==> config.mk <==
export PLATFORM = sky130hd
export DESIGN_NAME = sweep_amp_meter_flat
export DESIGN_NICKNAME = d
export VERILOG_FILES = /design/src/rtl/sweep_amp_meter_if.sv /design/src/rtl/sweep_amp_meter.sv /design/src/flat_wrapper.sv
export SDC_FILE = /design/constraint.sdc
export NUM_CORES = 1
export LEC_CHECK = 0
export BUFFER_PORTS_ARGS = -buffer_cell sky130_fd_sc_hd__buf_2
export CORE_ASPECT_RATIO = 2
export CORE_MARGIN = 2
export CORE_UTILIZATION = 59
export DETAILED_ROUTE_END_ITERATION = 7
export GPL_ROUTABILITY_DRIVEN = 0
export PLACE_DENSITY_LB_ADDON = 0.2
export SYNTH_ARGS = -nofsm -noshare
export SYNTH_HDL_FRONTEND = slang
export SYNTH_SLANG_ARGS = --single-unit
==> constraint.sdc <==
create_clock -name clk -period 7.1 [get_ports clk]
set_input_delay 0 -clock clk [delete_from_list [all_inputs] [get_ports clk]]
set_output_delay 0 -clock clk [all_outputs]
set_load 0.03 [all_outputs]
==> src/rtl/sweep_amp_meter_if.sv <==
// Sample-stream and result bus of the windowed amplitude meter.
// The master drives the sample enable, run request and sample. The slave
// (the meter) returns run status and the per-window results.
interface sweep_amp_meter_if #(
  parameter int DW   = 12,
  parameter int NWIN = 64
) ();

  localparam int IDX_W = (NWIN > 1) ? $clog2(NWIN) : 1;

  // sample side
  logic                 i_en;
  logic                 i_start;
  logic signed [DW-1:0] i_in;

  // status and results
  logic                 o_busy;
  logic                 o_done;
  logic                 o_res_valid;
  logic [IDX_W-1:0]     o_res_idx;
  logic signed [DW-1:0] o_res_max;
  logic signed [DW-1:0] o_res_min;
  logic [DW:0]          o_res_ppk;
  logic [DW-1:0]        o_res_mabs;

  modport master (
    output i_en, i_start, i_in,
    input  o_busy, o_done, o_res_valid, o_res_idx,
           o_res_max, o_res_min, o_res_ppk, o_res_mabs
  );

  modport slave (
    input  i_en, i_start, i_in,
    output o_busy, o_done, o_res_valid, o_res_idx,
           o_res_max, o_res_min, o_res_ppk, o_res_mabs
  );

endinterface

==> src/rtl/sweep_amp_meter.sv <==
// Windowed amplitude meter. After a start request it drops SETTLE accepted
// samples (filter fill-up), then cuts the stream into NWIN back-to-back
// windows of 2^WIN_LOG2 accepted samples and reports max, min, peak-to-peak
// and mean absolute value for each window.
module sweep_amp_meter #(
  parameter int DW       = 12,
  parameter int WIN_LOG2 = 8,
  parameter int SETTLE   = 32,
  parameter int NWIN     = 64
) (
  input  logic               clk,
  input  logic               rst_n,
  sweep_amp_meter_if.slave   bus
);

  localparam int IDX_W = (NWIN > 1) ? $clog2(NWIN) : 1;
  localparam int SC_W  = (SETTLE > 0) ? $clog2(SETTLE + 1) : 1;
  localparam int AW    = DW + WIN_LOG2;

  typedef enum logic [1:0] {
    ST_IDLE,
    ST_SETTLE,
    ST_MEASURE,
    ST_DONE
  } state_t;

  state_t r_state;
  state_t w_state_next;

  // run counters
  logic [SC_W-1:0]      r_settle_cnt;
  logic [WIN_LOG2-1:0]  r_samp_cnt;
  logic [IDX_W-1:0]     r_idx;

  // per-window trackers
  logic signed [DW-1:0] r_max;
  logic signed [DW-1:0] r_min;
  logic [AW-1:0]        r_acc;

  // registered results
  logic                 r_res_valid;
  logic [IDX_W-1:0]     r_res_idx;
  logic signed [DW-1:0] r_res_max;
  logic signed [DW-1:0] r_res_min;
  logic [DW:0]          r_res_ppk;
  logic [DW-1:0]        r_res_mabs;

  // datapath wires
  logic [DW-1:0]        w_abs;
  logic                 w_first;
  logic signed [DW-1:0] w_max_new;
  logic signed [DW-1:0] w_min_new;
  logic [AW-1:0]        w_acc_new;
  logic                 w_win_end;
  logic                 w_last_win;
  logic                 w_settle_end;
  logic [DW:0]          w_ppk;
  logic [DW-1:0]        w_mabs;

  // |in| kept in DW unsigned bits so the most negative code maps to 2^(DW-1)
  assign w_abs = bus.i_in[DW-1] ? $unsigned(-bus.i_in) : $unsigned(bus.i_in);

  // the first sample of a window loads both trackers regardless of history
  assign w_first   = (r_samp_cnt == '0);
  assign w_max_new = (w_first || (bus.i_in > r_max)) ? bus.i_in : r_max;
  assign w_min_new = (w_first || (bus.i_in < r_min)) ? bus.i_in : r_min;
  assign w_acc_new = r_acc + AW'(w_abs);

  assign w_win_end    = (r_state == ST_MEASURE) && bus.i_en && (r_samp_cnt == '1);
  assign w_last_win   = (r_idx == IDX_W'(NWIN - 1));
  assign w_settle_end = (r_settle_cnt == SC_W'(SETTLE - 1));

  // one extra bit holds the full max-min span; max >= min so the
  // modular difference is the true unsigned span
  assign w_ppk  = {w_max_new[DW-1], w_max_new} - {w_min_new[DW-1], w_min_new};
  assign w_mabs = w_acc_new[AW-1:WIN_LOG2];

  // state register
  always_ff @(posedge clk) begin
    if (!rst_n) begin
      r_state <= ST_IDLE;
    end else begin
      r_state <= w_state_next;
    end
  end

  // next-state logic: start wins over every other transition
  always_comb begin
    w_state_next = r_state;
    if (bus.i_start) begin
      w_state_next = (SETTLE == 0) ? ST_MEASURE : ST_SETTLE;
    end else if (bus.i_en) begin
      case (r_state)
        ST_SETTLE:  if (w_settle_end) w_state_next = ST_MEASURE;
        ST_MEASURE: if (w_win_end && w_last_win) w_state_next = ST_DONE;
        default:    w_state_next = r_state;
      endcase
    end
  end

  // counters, trackers and result registers
  always_ff @(posedge clk) begin
    if (!rst_n) begin
      r_settle_cnt <= '0;
      r_samp_cnt   <= '0;
      r_idx        <= '0;
      r_max        <= '0;
      r_min        <= '0;
      r_acc        <= '0;
      r_res_valid  <= 1'b0;
      r_res_idx    <= '0;
      r_res_max    <= '0;
      r_res_min    <= '0;
      r_res_ppk    <= '0;
      r_res_mabs   <= '0;
    end else begin
      r_res_valid <= 1'b0;
      if (bus.i_start) begin
        // abort anything in flight; a partial window never reports
        r_settle_cnt <= '0;
        r_samp_cnt   <= '0;
        r_idx        <= '0;
        r_max        <= '0;
        r_min        <= '0;
        r_acc        <= '0;
      end else if (bus.i_en) begin
        if (r_state == ST_SETTLE) begin
          r_settle_cnt <= r_settle_cnt + SC_W'(1);
        end else if (r_state == ST_MEASURE) begin
          // sample counter wraps to zero at window end, so the next
          // window starts on the very next accepted sample
          r_samp_cnt <= r_samp_cnt + WIN_LOG2'(1);
          if (w_win_end) begin
            r_res_valid <= 1'b1;
            r_res_idx   <= r_idx;
            r_res_max   <= w_max_new;
            r_res_min   <= w_min_new;
            r_res_ppk   <= w_ppk;
            r_res_mabs  <= w_mabs;
            r_max       <= '0;
            r_min       <= '0;
            r_acc       <= '0;
            r_idx       <= w_last_win ? '0 : r_idx + IDX_W'(1);
          end else begin
            r_max <= w_max_new;
            r_min <= w_min_new;
            r_acc <= w_acc_new;
          end
        end
      end
    end
  end

  assign bus.o_busy      = (r_state == ST_SETTLE) || (r_state == ST_MEASURE);
  assign bus.o_done      = (r_state == ST_DONE);
  assign bus.o_res_valid = r_res_valid;
  assign bus.o_res_idx   = r_res_idx;
  assign bus.o_res_max   = r_res_max;
  assign bus.o_res_min   = r_res_min;
  assign bus.o_res_ppk   = r_res_ppk;
  assign bus.o_res_mabs  = r_res_mabs;

endmodule
==> src/flat_wrapper.sv <==
// flat-port wrapper written by rule: the top's interface ports become plain ports
module sweep_amp_meter_flat 
#(
  parameter int DW       = 12,
  parameter int WIN_LOG2 = 8,
  parameter int SETTLE   = 32,
  parameter int NWIN     = 64
)
  (clk, rst_n, bus_i_en, bus_i_start, bus_i_in, bus_o_busy, bus_o_done, bus_o_res_valid, bus_o_res_idx, bus_o_res_max, bus_o_res_min, bus_o_res_ppk, bus_o_res_mabs);
  sweep_amp_meter_if #(.DW(DW), .NWIN(NWIN)) bus_i ();
  input  logic clk;
  input  logic rst_n;
  input wire logic [$bits(bus_i.i_en)-1:0] bus_i_en;
  input wire logic [$bits(bus_i.i_start)-1:0] bus_i_start;
  input wire logic [$bits(bus_i.i_in)-1:0] bus_i_in;
  output wire logic [$bits(bus_i.o_busy)-1:0] bus_o_busy;
  output wire logic [$bits(bus_i.o_done)-1:0] bus_o_done;
  output wire logic [$bits(bus_i.o_res_valid)-1:0] bus_o_res_valid;
  output wire logic [$bits(bus_i.o_res_idx)-1:0] bus_o_res_idx;
  output wire logic [$bits(bus_i.o_res_max)-1:0] bus_o_res_max;
  output wire logic [$bits(bus_i.o_res_min)-1:0] bus_o_res_min;
  output wire logic [$bits(bus_i.o_res_ppk)-1:0] bus_o_res_ppk;
  output wire logic [$bits(bus_i.o_res_mabs)-1:0] bus_o_res_mabs;
  assign bus_i.i_en = bus_i_en;
  assign bus_i.i_start = bus_i_start;
  assign bus_i.i_in = bus_i_in;
  assign bus_o_busy = bus_i.o_busy;
  assign bus_o_done = bus_i.o_done;
  assign bus_o_res_valid = bus_i.o_res_valid;
  assign bus_o_res_idx = bus_i.o_res_idx;
  assign bus_o_res_max = bus_i.o_res_max;
  assign bus_o_res_min = bus_i.o_res_min;
  assign bus_o_res_ppk = bus_i.o_res_ppk;
  assign bus_o_res_mabs = bus_i.o_res_mabs;
  sweep_amp_meter #(.DW(DW), .WIN_LOG2(WIN_LOG2), .SETTLE(SETTLE), .NWIN(NWIN)) u_core (.clk(clk), .rst_n(rst_n), .bus(bus_i));
endmodule
==> summary.txt, run 1 <==
Run status
  • Outcome: finished, final reports clean

CTS
  • Worst-path clk slew: 0.06 ns
  • Clk Latency, worst-skew pair: 0.42 ns
  • CTS tree: done
  • Clk sinks: about 120
  • Setup Fix Bufs, Post-CTS: 0
  • Clock Tree Root: clkbuf_16
  • Max clock buf depth: 2
  • CTS Hold Buffers Added: 10
  • Resized cells post-CTS: 0
  • H-tree depth: 4
  • Inserted Clock Buffers: 17

Drt
  • Post-Route WL: between 15 and 20 mm
  • DR WL/cell: 19.4 µm
  • DR iter-0 viols: 460
  • Drt drc: 0
  • Via count: around 6400
  • First-pass iteration count of the detailed router: 5
  • Antenna Nets Post-Route: 0
  • Via density: 6.27

Global routing
  • Initial antenna violation count: 0
  • Gr usage total: around a third
  • Overflow after GRT: 0
  • Largest net degree at the start of global routing: 54
  • First-pass GRT wire length: 31.1 mm
  • Vias in the first global route: 6339

Finish
  • N_diodes: 0
  • Nets@finish: 933
  • Layout cells sized above 1: 16.3%
  • Synth-to-Final Area Change: 16.5%
  • Fin cells: 1015

Worst setup path
  • Crit path DAT: 5.00 ns
  • Slowest Stage Delay on Critical Path: 0.63 ns
  • CP Max Fanout: 25
  • Startpoint types: flip-flop
  • Crit path top cell by count: o21ai_0
  • Crit-path cells: inv_1 -> ha_1 -> and4_1 -> nand3_1 -> a21oi_1 -> or4b_4 -> a31oi_4 -> mux2i_1 -> inv_1 -> ha_1 -> nor2b_1 -> o21ai_0 -> a21oi_1 -> o21ai_0 -> o21ai_0 -> xnor2_1 -> o21ai_0
  • Worst setup path category: flip-flop to flip-flop
  • Slowest library cell on the worst path: a31oi_4
  • Worst EP required: 7.41 ns
  • CP delay by family, top: compound AO/OA/AOI/OAI gates
  • Worst Path Buf+Inv: 2
  • CP endpoint kind: flip-flop

Yosys
  • Syn Nets: 865
  • Unique cell type count in the Yosys netlist: 68
  • Synth Flop Type: dfxtp_1
  • Synth top cells by count: 122 x dfxtp_1, 92 x nand2_1, 60 x nor2_1
  • Mapped Cells: 792
  • Cell taking the most area after synthesis: dfxtp_1
  • Largest cells by area after synthesis: dfxtp_1 36%, ha_1 10%, nand2_1 5.1%
  • Asr flop ratio synth: 0%
  • Mean post-synth cell area: 8.60 µm²
  • Number of synthesized register bits: 122
  • Synth warn: 0
  • Synthesized cell area: 0.00681 mm²
  • Post-synthesis sequential area ratio: between 30% and 40%
  • Count leader, synth: dfxtp_1
  • Yosys top cell area share: a little over a third
  • Post-synth EDFFs: 0

STA
  • Post-route setup TNS: 0 ns
  • Slew Limit Fails: 0
  • RSZ-0062 raised after global routing: no
  • Rel. slew slack: 22.5%
  • Finish-stage setup viols: 0
  • Slew @ Worst Pin: 1.16 ns
  • Layout Skew: 0.0117 ns
  • Final Critical Period: roughly 4.7 ns
  • Fmax: 0.213 GHz
  • Hold Slack: 0.0396 ns
  • Fin crit share: 66.1%
  • Fin. Hold Viols: 0

Power
  • Clock power share: roughly 50%
  • Sequential share of power: 40.6%
  • Final Total Pwr: 1690 µW
  • Switch share: 25.5%
  • Psw: 432 µW
  • Pleak: 0.00318 µW
  • Internal power: 1260 µW
  • Power Dens Cells: ~210 mW/mm²
  • Peak VDD IR: roughly 0.18 mV
  • Logic pwr share: 9.2%

Die
  • Row count: 55
  • Die width: 80.0 µm
  • Core box area: 0.0113 mm²
  • IO Pins: 74
  • Full die area: ~0.012 mm²
  • Initial Utilization: 60.3%
  • Die height: 156 µm

Place
  • Port-buffer cells: between 70 and 80
  • DPL Wire Length: 14.2 mm
  • Placed Cells: about 970

Min path
  • Worst min-delay path class: input port to flip-flop

Run
  • Number of max-cap violations: 0
-- per-stage QoR --
step | cell area [µm²] | util, % | worst slack (ns)
4_1_cts | 7930 | 70.3 | 2.44
5_1_grt | 7930 | 70.3 | 2.22
3_3_place_gp | 7250 | 64.3 | 2.75
6_report | 7930 | 70.3 | 2.41
3_5_place_dp | 7250 | 64.3 | 2.47
2_1_floorplan | 6810 | - | 3.29
-- cells by family after synthesis --
logic type               count (synthesis)  synth area share [%]
AO/OA/AOI/OAI                          201                  20.9
buffers and inverters                   84                  4.83
flip-flops                             122                  35.9
adder cells (fa/ha/maj)                 57                  10.7
AND/OR/NAND/NOR                        263                  18.6
XOR/XNOR                                40                  5.15
multiplexers                            25                  3.93
-- state kept, by name (all words and copies together), names as in the netlist --
| register | flops |
|---|---|
| u_core.bus.o_res_idx | 6 |
| u_core.bus.o_res_mabs | 12 |
| u_core.bus.o_res_max | 12 |
| u_core.bus.o_res_min | 12 |
| u_core.bus.o_res_ppk | 13 |
| u_core.bus.o_res_valid | 1 |
| u_core.r_acc | 20 |
| u_core.r_idx | 6 |
| u_core.r_max | 12 |
| u_core.r_min | 12 |
| u_core.r_samp_cnt | 8 |
| u_core.r_settle_cnt | 6 |
| u_core.r_state | 2 |
-- worst register-to-register path, stage by stage (launching register included) --
cell	delay [ns]
dfxtp_1	0.37
inv_1	0.06
ha_1	0.32
and4_1	0.26
nand3_1	0.11
a21oi_1	0.06
or4b_4	0.53
a31oi_4	0.63
mux2i_1	0.48
inv_1	0.09
ha_1	0.27
nor2b_1	0.12
o21ai_0	0.20
a21oi_1	0.13
o21ai_0	0.42
o21ai_0	0.20
xnor2_1	0.21
o21ai_0	0.11
-- layout make-up --
class	instances	area (µm²)
Tap cell	142	178
Clock inverter	13	144
Sequential cell	122	2440
Fill cell	896	3350
Clock buffer	19	433
Timing Repair Buffer	92	533
Inverter	41	154
Multi-Input combinational cell	586	4050
-- worst paths after layout --
path                       startpoint                       end  slack [ns]  depth (start not counted)
max reg2reg          u_core.r_max[11]  u_core.bus.o_res_ppk[11]        2.41                         17
min                       bus_i_in[3]           u_core.r_max[3]        0.04                          3
max                  u_core.r_max[11]  u_core.bus.o_res_ppk[11]        2.41                         17
min reg2reg  u_core.bus.o_res_mabs[0]  u_core.bus.o_res_mabs[0]        0.46                          2
-- per-layer routing --
layer,up-vias,global-route usage (%),wire [µm]
li1,3008,-,-
met1,3044,30.7,6850
met2,226,60.4,10800
met3,86,7.06,753
met4,0,22.5,1290
met5,-,0,0
-- cell usage in the layout, fill, tap and decap left out, types with 4 or more instances in the layout --
cell,synthesis,layout
a211oi_1,17,17
a21o_1,12,12
a21oi_1,43,43
a22oi_1,5,5
a31oi_1,8,8
and2_1,4,4
and3_1,6,6
and4_1,4,4
buf_2,5,73
buf_4,0,9
clkbuf_16,0,17
clkinv_4,0,5
dfxtp_1,122,122
dlygate4sd3_1,0,10
ha_1,55,55
inv_1,40,40
mux2_1,4,4
mux2_2,6,6
mux2i_1,14,14
nand2_1,92,92
nand2b_1,12,12
nand3_1,22,22
nand4_1,16,16
nor2_1,60,58
nor2b_1,7,7
nor3_1,9,9
o211ai_1,8,8
o21ai_0,37,37
o21ba_2,10,10
o32ai_1,23,23
or2_2,4,4
or3_1,16,16
xnor2_1,21,21
xor2_1,19,19
-- power by group through the flow --
stage | registers (µW) | logic [µW] | clock network [µW]
2_1_floorplan | 702 | 99.2 | 0
3_3_place_gp | 703 | 141 | 0
3_5_place_dp | 703 | 147 | 0
4_1_cts | 688 | 154 | 857
5_1_grt | 688 | 168 | 893
6_report | 688 | 156 | 850
Note: power is estimated with default switching activity, not from simulation.
==> run 2: changes to the inputs <==
- ABC_AREA: default -> 1
- CORE_UTILIZATION: 59 -> 54
- clock period: 7.1 -> 4.1 ns (I/O delays scaled with it)
==> run 2 against run 1 <==
  * Clock skew decreased by 0.0026 ns
  * Clock power is 80% higher
  * Global-route usage shrank 2.8 points
  * Setup slack worse by 1.9 ns
  * Synthesized area is 9.5% higher
==> summary.txt, run 2 <==
Drt
  • Drt drc: 0 (unchanged)
  • Via count: 7452 (+17%)
  • DR WL/cell: 16.0 µm (-17%)
  • DR iter-0 viols: 364 (-21%)
  • Antenna Nets Post-Route: 0 (unchanged)
  • Via density: 5.60 (-11%)
  • Post-Route WL: 21.3 mm (+8.2%)
  • First-pass iteration count of the detailed router: 5 (unchanged)

Run
  • Number of max-cap violations: 0 (unchanged)

Yosys
  • Mapped Cells: 1097 (+39%)
  • Yosys top cell area share: 32.8% (-3.1 points)
  • Synth Flop Type: dfxtp_1
  • Largest cells by area after synthesis: dfxtp_1 33%, nand2_1 14%, ha_1 9.2%
  • Syn Nets: 1170 (+35%)
  • Synth warn: 0 (unchanged)
  • Number of synthesized register bits: 122 (unchanged)
  • Count leader, synth: nand2_1
  • Synth top cells by count: 285 x nand2_1, 159 x inv_1, 122 x dfxtp_1
  • Cell taking the most area after synthesis: dfxtp_1
  • Synthesized cell area: 0.00745 mm² (+9.5%)
  • Mean post-synth cell area: 6.80 µm² (-21%)
  • Asr flop ratio synth: 0% (unchanged)
  • Post-synthesis sequential area ratio: 32.8% (-3.1 points)
  • Post-synth EDFFs: 0 (unchanged)
  • Unique cell type count in the Yosys netlist: 37 (-46%)

Power
  • Logic pwr share: 10.7% (+1.5 points)
  • Switch share: 27.4% (+1.8 points)
  • Power Dens Cells: 357 mW/mm² (+67%)
  • Peak VDD IR: 0.389 mV (+110%)
  • Final Total Pwr: 3050 µW (+80%)
  • Clock power share: 50.2% (about the same)
  • Psw: 834 µW (+93%)
  • Pleak: 0.00414 µW (+30%)
  • Sequential share of power: 39.0% (-1.6 points)
  • Internal power: 2210 µW (+76%)

STA
  • Post-route setup TNS: 0 ns (unchanged)
  • Fmax: 0.280 GHz (+31%)
  • Final Critical Period: 3.58 ns (-1.11 ns)
  • Slew @ Worst Pin: 0.799 ns (-0.363 ns)
  • Rel. slew slack: 46.6% (+24 points)
  • RSZ-0062 raised after global routing: no
  • Fin crit share: 87.3% (+21 points)
  • Layout Skew: 0.00908 ns (-0.00264 ns)
  • Slew Limit Fails: 0 (unchanged)
  • Finish-stage setup viols: 0 (unchanged)
  • Hold Slack: 0.0357 ns (-0.00393 ns)
  • Fin. Hold Viols: 0 (unchanged)

Finish
  • Max FFs per register: 20 (unchanged)
  • Fillers: 1240 (+38%)
  • Nets@finish: 1235 (+32%)
  • Final Cell Area: 0.00853 mm² (+7.6%)
  • Synth-to-Final Area Change: 14.5%
  • N_diodes: 0 (unchanged)
  • Most flop-heavy register: u_core.r_acc
  • Final Util: 63.5% (-6.8 points)
  • Seq. cell area: 0.00244 mm² (unchanged)
  • Layout cells sized above 1: 10.7% (-5.5 points)
  • Area of the multi-input gates: 0.00420 mm² (+3.7%)
  • Commonest non-fill, non-tap cell in the layout: nand2_1
  • Commonest cells after routing, fill and taps aside: 285 x nand2_1, 159 x inv_1, 122 x dfxtp_1, 98 x a21oi_1, 98 x nand3_1

Die
  • Initial Utilization: 55.5% (-4.9 points)
  • Core box area: 0.0134 mm² (+19%)
  • Die width: 87.1 µm (+8.9%)
  • Full die area: 0.0148 mm² (+19%)
  • Die height: 170 µm (+9.1%)
  • IO Pins: 74 (unchanged)
  • Row count: 60 (+9.1%)

CTS
  • Worst-path clk slew: 0.06 ns (about the same)
  • Resized cells post-CTS: 0 (unchanged)
  • Max clock buf depth: 2 (unchanged)
  • Inserted Clock Buffers: 17 (unchanged)
  • Clk Latency, worst-skew pair: 0.43 ns (about the same)
  • Clock Tree Root: clkbuf_16
  • Setup Fix Bufs, Post-CTS: 0 (unchanged)
  • Clk sinks: 122 (unchanged)
  • H-tree depth: 4 (unchanged)
  • CTS tree: done

Global routing
  • Vias in the first global route: 7199 (+14%)
  • First-pass GRT wire length: 34.3 mm (+10%)
  • Gr usage total: 29.9% (-2.8 points)
  • Largest net degree at the start of global routing: 52 (-3.7%)
  • Overflow after GRT: 0 (unchanged)
  • Initial antenna violation count: 0 (unchanged)

Min path
  • Min-delay src: bus_i_in[0]
  • WHS Path Cells: 5 (+2)
  • Worst min-delay path class: input port to flip-flop
  • Hold EP: u_core.bus.o_res_min[0]

Worst setup path
  • Worst setup path category: flip-flop to flip-flop
  • Worst EP required: 4.42 ns (-2.99 ns)
  • Crit Reg-Reg Endpoint: u_core.bus.o_res_ppk[12]
  • CP Max Fanout: 11 (-56%)
  • Reg2reg setup slack: 0.52 ns (-1.89 ns)
  • CP endpoint kind: flip-flop
  • Reg-to-Reg Start: u_core.r_max[11]
  • FF-to-FF path depth: 23 (+6)
  • Startpoint types: flip-flop
  • Crit path DAT: 3.90 ns (-1.10 ns)

Place
  • Port-buffer cells: 73 (unchanged)
  • Post-DP Area: 0.00790 mm² (+8.8%)
  • DPL Wire Length: 15.7 mm (+11%)

Run status
  • Outcome: finished, final reports clean
-- run 2: cell types whose count changed after synthesis, sizes merged, moves of 15 or more --
| cell | delta |
|---|---|
| or3 | -16 |
| a211oi | -17 |
| a21oi | +54 |
| o21bai | +16 |
| o21a | +25 |
| inv | +120 |
| nand2 | +195 |
| o32ai | -23 |
| xnor2 | -15 |
| nand3 | +77 |
-- run 2: worst max path at each step --
stage / startpoint / to / slack [ns] / cells after the start
finish: u_core.r_max[11] / u_core.bus.o_res_ppk[12] / 0.52 / 23
global route: u_core.r_max[11] / u_core.bus.o_res_ppk[12] / 0.12 / 23
CTS: u_core.r_max[11] / u_core.bus.o_res_ppk[12] / 0.56 / 23
detailed placement: u_core.r_max[11] / u_core.bus.o_res_ppk[12] / 0.63 / 23
global placement: u_core.r_min[11] / u_core.bus.o_res_ppk[12] / 0.67 / 22
floorplan: u_core.r_min[9] / u_core.bus.o_res_ppk[12] / 1.07 / 23
-- run 2: cells by family (layout without fill, tap and decap cells) --
kind of cell    after synthesis  count (layout)  share of synthesized area [%]
compound gates              211             211                           16.2
fa+ha+maj                    57              57                           9.77
buf+inv                     203             281                           10.9
simple gates                480             480                           27.5
flops                       122             122                           32.8
xor+xnor                     24              24                           2.82
-- run 2: area by class of cell --
class | count | area share, %
inverters | 162 | 7.13
flip-flops and latches | 122 | 28.6
repair buffers | 87 | 5.78
clock inverters | 14 | 1.85
well taps | 155 | 2.27
clock buffers | 18 | 5.15
multi-input cells | 772 | 49.2
-- run 2: worst max-delay path, cell delays in order, from the launching register on --
cell	delay, ns
dfxtp_1	0.35
inv_1	0.07
ha_1	0.29
nand2_1	0.05
inv_1	0.06
nand2_1	0.06
nor2_1	0.18
nand2_1	0.10
nand3_1	0.07
nand2_1	0.05
nand3_1	0.08
nand2_1	0.26
nand2_1	0.17
nand2_1	0.12
ha_1	0.27
fa_1	0.43
o21ai_0	0.28
nand2_1	0.09
nand2_1	0.11
nand2_1	0.07
nand3_1	0.07
nand3_1	0.08
o211ai_1	0.11
inv_1	0.06
-- run 2: what timing repair did --
item | CTS | global route
hold endpoints to repair | 3 | 0
hold buffers | 4 | 0
setup endpoints to repair | 0 | 0
-- run 2: through the flow --
step	worst slack, ns	instances
2_1_floorplan	1.07	1097
3_3_place_gp	0.666	1294
3_5_place_dp	0.626	1294
4_1_cts	0.563	1330
5_1_grt	0.120	1330
6_report	0.522	1330
-- run 2: power groups by stage --
stage	clock network, µW	logic (µW)	registers [µW]
2_1_floorplan	0	221	1220
3_5_place_dp	0	317	1220
6_report	1530	327	1190
3_3_place_gp	0	315	1220
4_1_cts	1540	322	1190
5_1_grt	1590	365	1190
-- run 2: layer usage --
| layer | GRT usage [%] | part of all wire [%] |
|---|---|---|
| met1 | 30.7 | 38 |
| met2 | 52.3 | 50 |
| met3 | 6.60 | 5.3 |
| met4 | 20.2 | 6.7 |
| met5 | 0 | 0 |
==> run 3: changes to the inputs <==
- BUFFER_PORTS_ARGS: -buffer_cell sky130_fd_sc_hd__buf_2 -> default
- CORE_UTILIZATION: 54 -> 58
- DONT_BUFFER_PORTS: default -> 1
==> run 3 against run 2 <==
  * Worst hold slack better by 0.0083 ns
  * Die area fell by 6.7%
  * Fmax shrank 1.4%
  * Clock skew shrank 0.0011 ns
  * Cell count shrank 5.0%
  * Global-route usage is 1.7 points higher
  * Total power is 1.4% lower
  * Utilization rose by 2.5 points
  * Via count is 2.9% lower
  * Setup slack worse by 0.050 ns
  * Clock-buffer cell count decreased by 1
==> summary.txt, run 3 (synthesis results as in run 2) <==
Global routing
  • Overflow after GRT: 0 (unchanged)
  • First-pass GRT wire length: 34.3 mm (about the same)
  • Gr usage total: 31.6% (+1.7 points)
  • Vias in the first global route: 6791 (-5.7%)
  • Initial antenna violation count: 0 (unchanged)
  • Largest net degree at the start of global routing: 86 (+65%)

Finish
  • Fin cells: 1263 (-5.0%)
  • Nets@finish: 1173 (-5.0%)
  • Layout cells sized above 1: 4.67% (-6.1 points)
  • Most flop-heavy register: u_core.r_acc
  • Commonest cells after routing, fill and taps aside: 285 x nand2_1, 159 x inv_1, 122 x dfxtp_1, 98 x a21oi_1, 98 x nand3_1
  • Fillers: 1157 (-6.7%)
  • N_diodes: 0 (unchanged)
  • Commonest non-fill, non-tap cell in the layout: nand2_1
  • Max FFs per register: 20 (unchanged)
  • Synth-to-Final Area Change: 11.1%

STA
  • Finish-stage setup viols: 0 (unchanged)
  • RSZ-0062 raised after global routing: no
  • Fin worst setup slack: 0.472 ns (-0.0503 ns)
  • Fmax: 0.276 GHz (-1.4%)
  • Final Critical Period: 3.63 ns (+0.0503 ns)
  • Slew @ Worst Pin: 0.742 ns (-0.0570 ns)
  • Rel. slew slack: 50.5% (+3.8 points)
  • Post-route setup TNS: 0 ns (unchanged)
  • Fin crit share: 88.5% (+1.2 points)
  • Slew Limit Fails: 0 (unchanged)
  • Layout Skew: 0.00802 ns (-0.00106 ns)
  • Fin. Hold Viols: 0 (unchanged)

Worst setup path
  • Worst setup path category: flip-flop to flip-flop
  • Startpoint types: flip-flop
  • Worst EP required: 4.42 ns (about the same)
  • Crit path DAT: 3.95 ns (+0.05 ns)
  • CP Max Fanout: 13 (+2)
  • CP endpoint kind: flip-flop

Power
  • Pleak: 0.00380 µW (-8.1%)
  • Peak VDD IR: 0.330 mV (-15%)
  • Power Dens Cells: 363 mW/mm² (+1.6%)

Die
  • Core box area: 0.0126 mm² (-6.6%)
  • Die width: 84.2 µm (-3.3%)
  • IO Pins: 74 (unchanged)
  • Die height: 164 µm (-3.4%)
  • Initial Utilization: 59.4% (+3.9 points)
  • Row count: 58 (-3.3%)
  • Full die area: 0.0138 mm² (-6.7%)

Drt
  • Antenna Nets Post-Route: 0 (unchanged)
  • First-pass iteration count of the detailed router: 6 (+1)
  • Post-Route WL: 21.5 mm (+0.94%)
  • Drt drc: 0 (unchanged)
  • Via density: 5.73 (+2.3%)
  • DR iter-0 viols: 385 (+5.8%)
  • Via count: 7238 (-2.9%)
  • DR WL/cell: 17.0 µm (+6.3%)

CTS
  • CTS tree: done
  • H-tree depth: 4 (unchanged)
  • Resized cells post-CTS: 0 (unchanged)
  • Clock Tree Root: clkbuf_16
  • Max clock buf depth: 2 (unchanged)
  • Clk Latency, worst-skew pair: 0.42 ns (about the same)
  • Clk sinks: 122 (unchanged)
  • Worst-path clk slew: 0.06 ns (about the same)
  • Inserted Clock Buffers: 17 (unchanged)
  • Setup Fix Bufs, Post-CTS: 0 (unchanged)
  • CTS Hold Buffers Added: 17 (+13)

Place
  • DPL Wire Length: 15.4 mm (-2.0%)
  • Pre-CTS setup slack: 0.552 ns (-0.0738 ns)
  • Port-buffer cells: 0 (-100%)
  • Placed Cells: 1214 (-6.2%)

Run
  • Number of max-cap violations: 0 (unchanged)

Run status
  • Outcome: finished, final reports clean

Min path
  • Worst min-delay path class: input port to flip-flop
-- run 3: layout make-up --
cell class                 count  area, µm²  share of cell area [%]
clock buffer                  17        425                    5.14
clock inverter                15        166                    2.01
inverter                     162        608                    7.34
multi-input combinational    772       4200                    50.7
sequential                   122       2440                    29.5
tap                          150        188                    2.27
timing repair buffer          25        253                    3.05
-- run 3: path summary, 6_finish.rpt --
kind                    startpoint                        to  slack [ns]  depth (start not counted)
hold reg to reg    u_core.r_min[5]           u_core.r_min[5]        0.47                          2
setup / recovery  u_core.r_max[10]  u_core.bus.o_res_ppk[12]        0.47                         24
hold / removal         bus_i_start  u_core.bus.o_res_max[10]        0.04                          4
setup reg to reg  u_core.r_max[10]  u_core.bus.o_res_ppk[12]        0.47                         24
-- run 3: power breakdown --
group	switching, µW	internal, µW
clock	589	905
combinational	214	107
sequential	2.37	1190
-- run 3: metal layers --
metal  share of wire (%)  vias to the layer above  GRT usage [%]  routed length, µm
met2                  51                      282           56.5              11000
met5                   0                        -              0                  0
li1                    -                     3578              -                  -
met3                 6.5                       99           5.73               1390
met1                  35                     3279           32.8               7620
met4                 6.9                        0           21.9               1480
-- run 3: stage by stage --
stage | instance area (µm²) | total power (µW) | hold slack, ns | utilization, %
2_1_floorplan | 7450 | 1440 | 0.161 | -
3_3_place_gp | 7510 | 1500 | 0.151 | 59.8
3_5_place_dp | 7510 | 1500 | 0.154 | 59.8
4_1_cts | 8280 | 3020 | 0.0317 | 66.0
5_1_grt | 8280 | 3120 | 0.0717 | 66.0
6_report | 8280 | 3010 | 0.0440 | 66.0
-- run 3: worst max-delay path, stage by stage (launching register included) --
cell and delay (ns):
dfxtp_1 0.36, inv_1 0.07, ha_1 0.29, nand2_1 0.05, inv_1 0.07, nand2_1 0.06
nor2_1 0.14, nand2_1 0.09, nand3_1 0.07, nand2_1 0.05, nand3_1 0.09, nand2_1 0.23
buf_4 0.27, nand2_1 0.09, nand2_1 0.08, ha_1 0.25, fa_1 0.42, o21ai_0 0.29
nand2_1 0.08, nand2_1 0.11, nand2_1 0.08, nand3_1 0.07, nand3_1 0.07, o211ai_1 0.09
inv_1 0.05
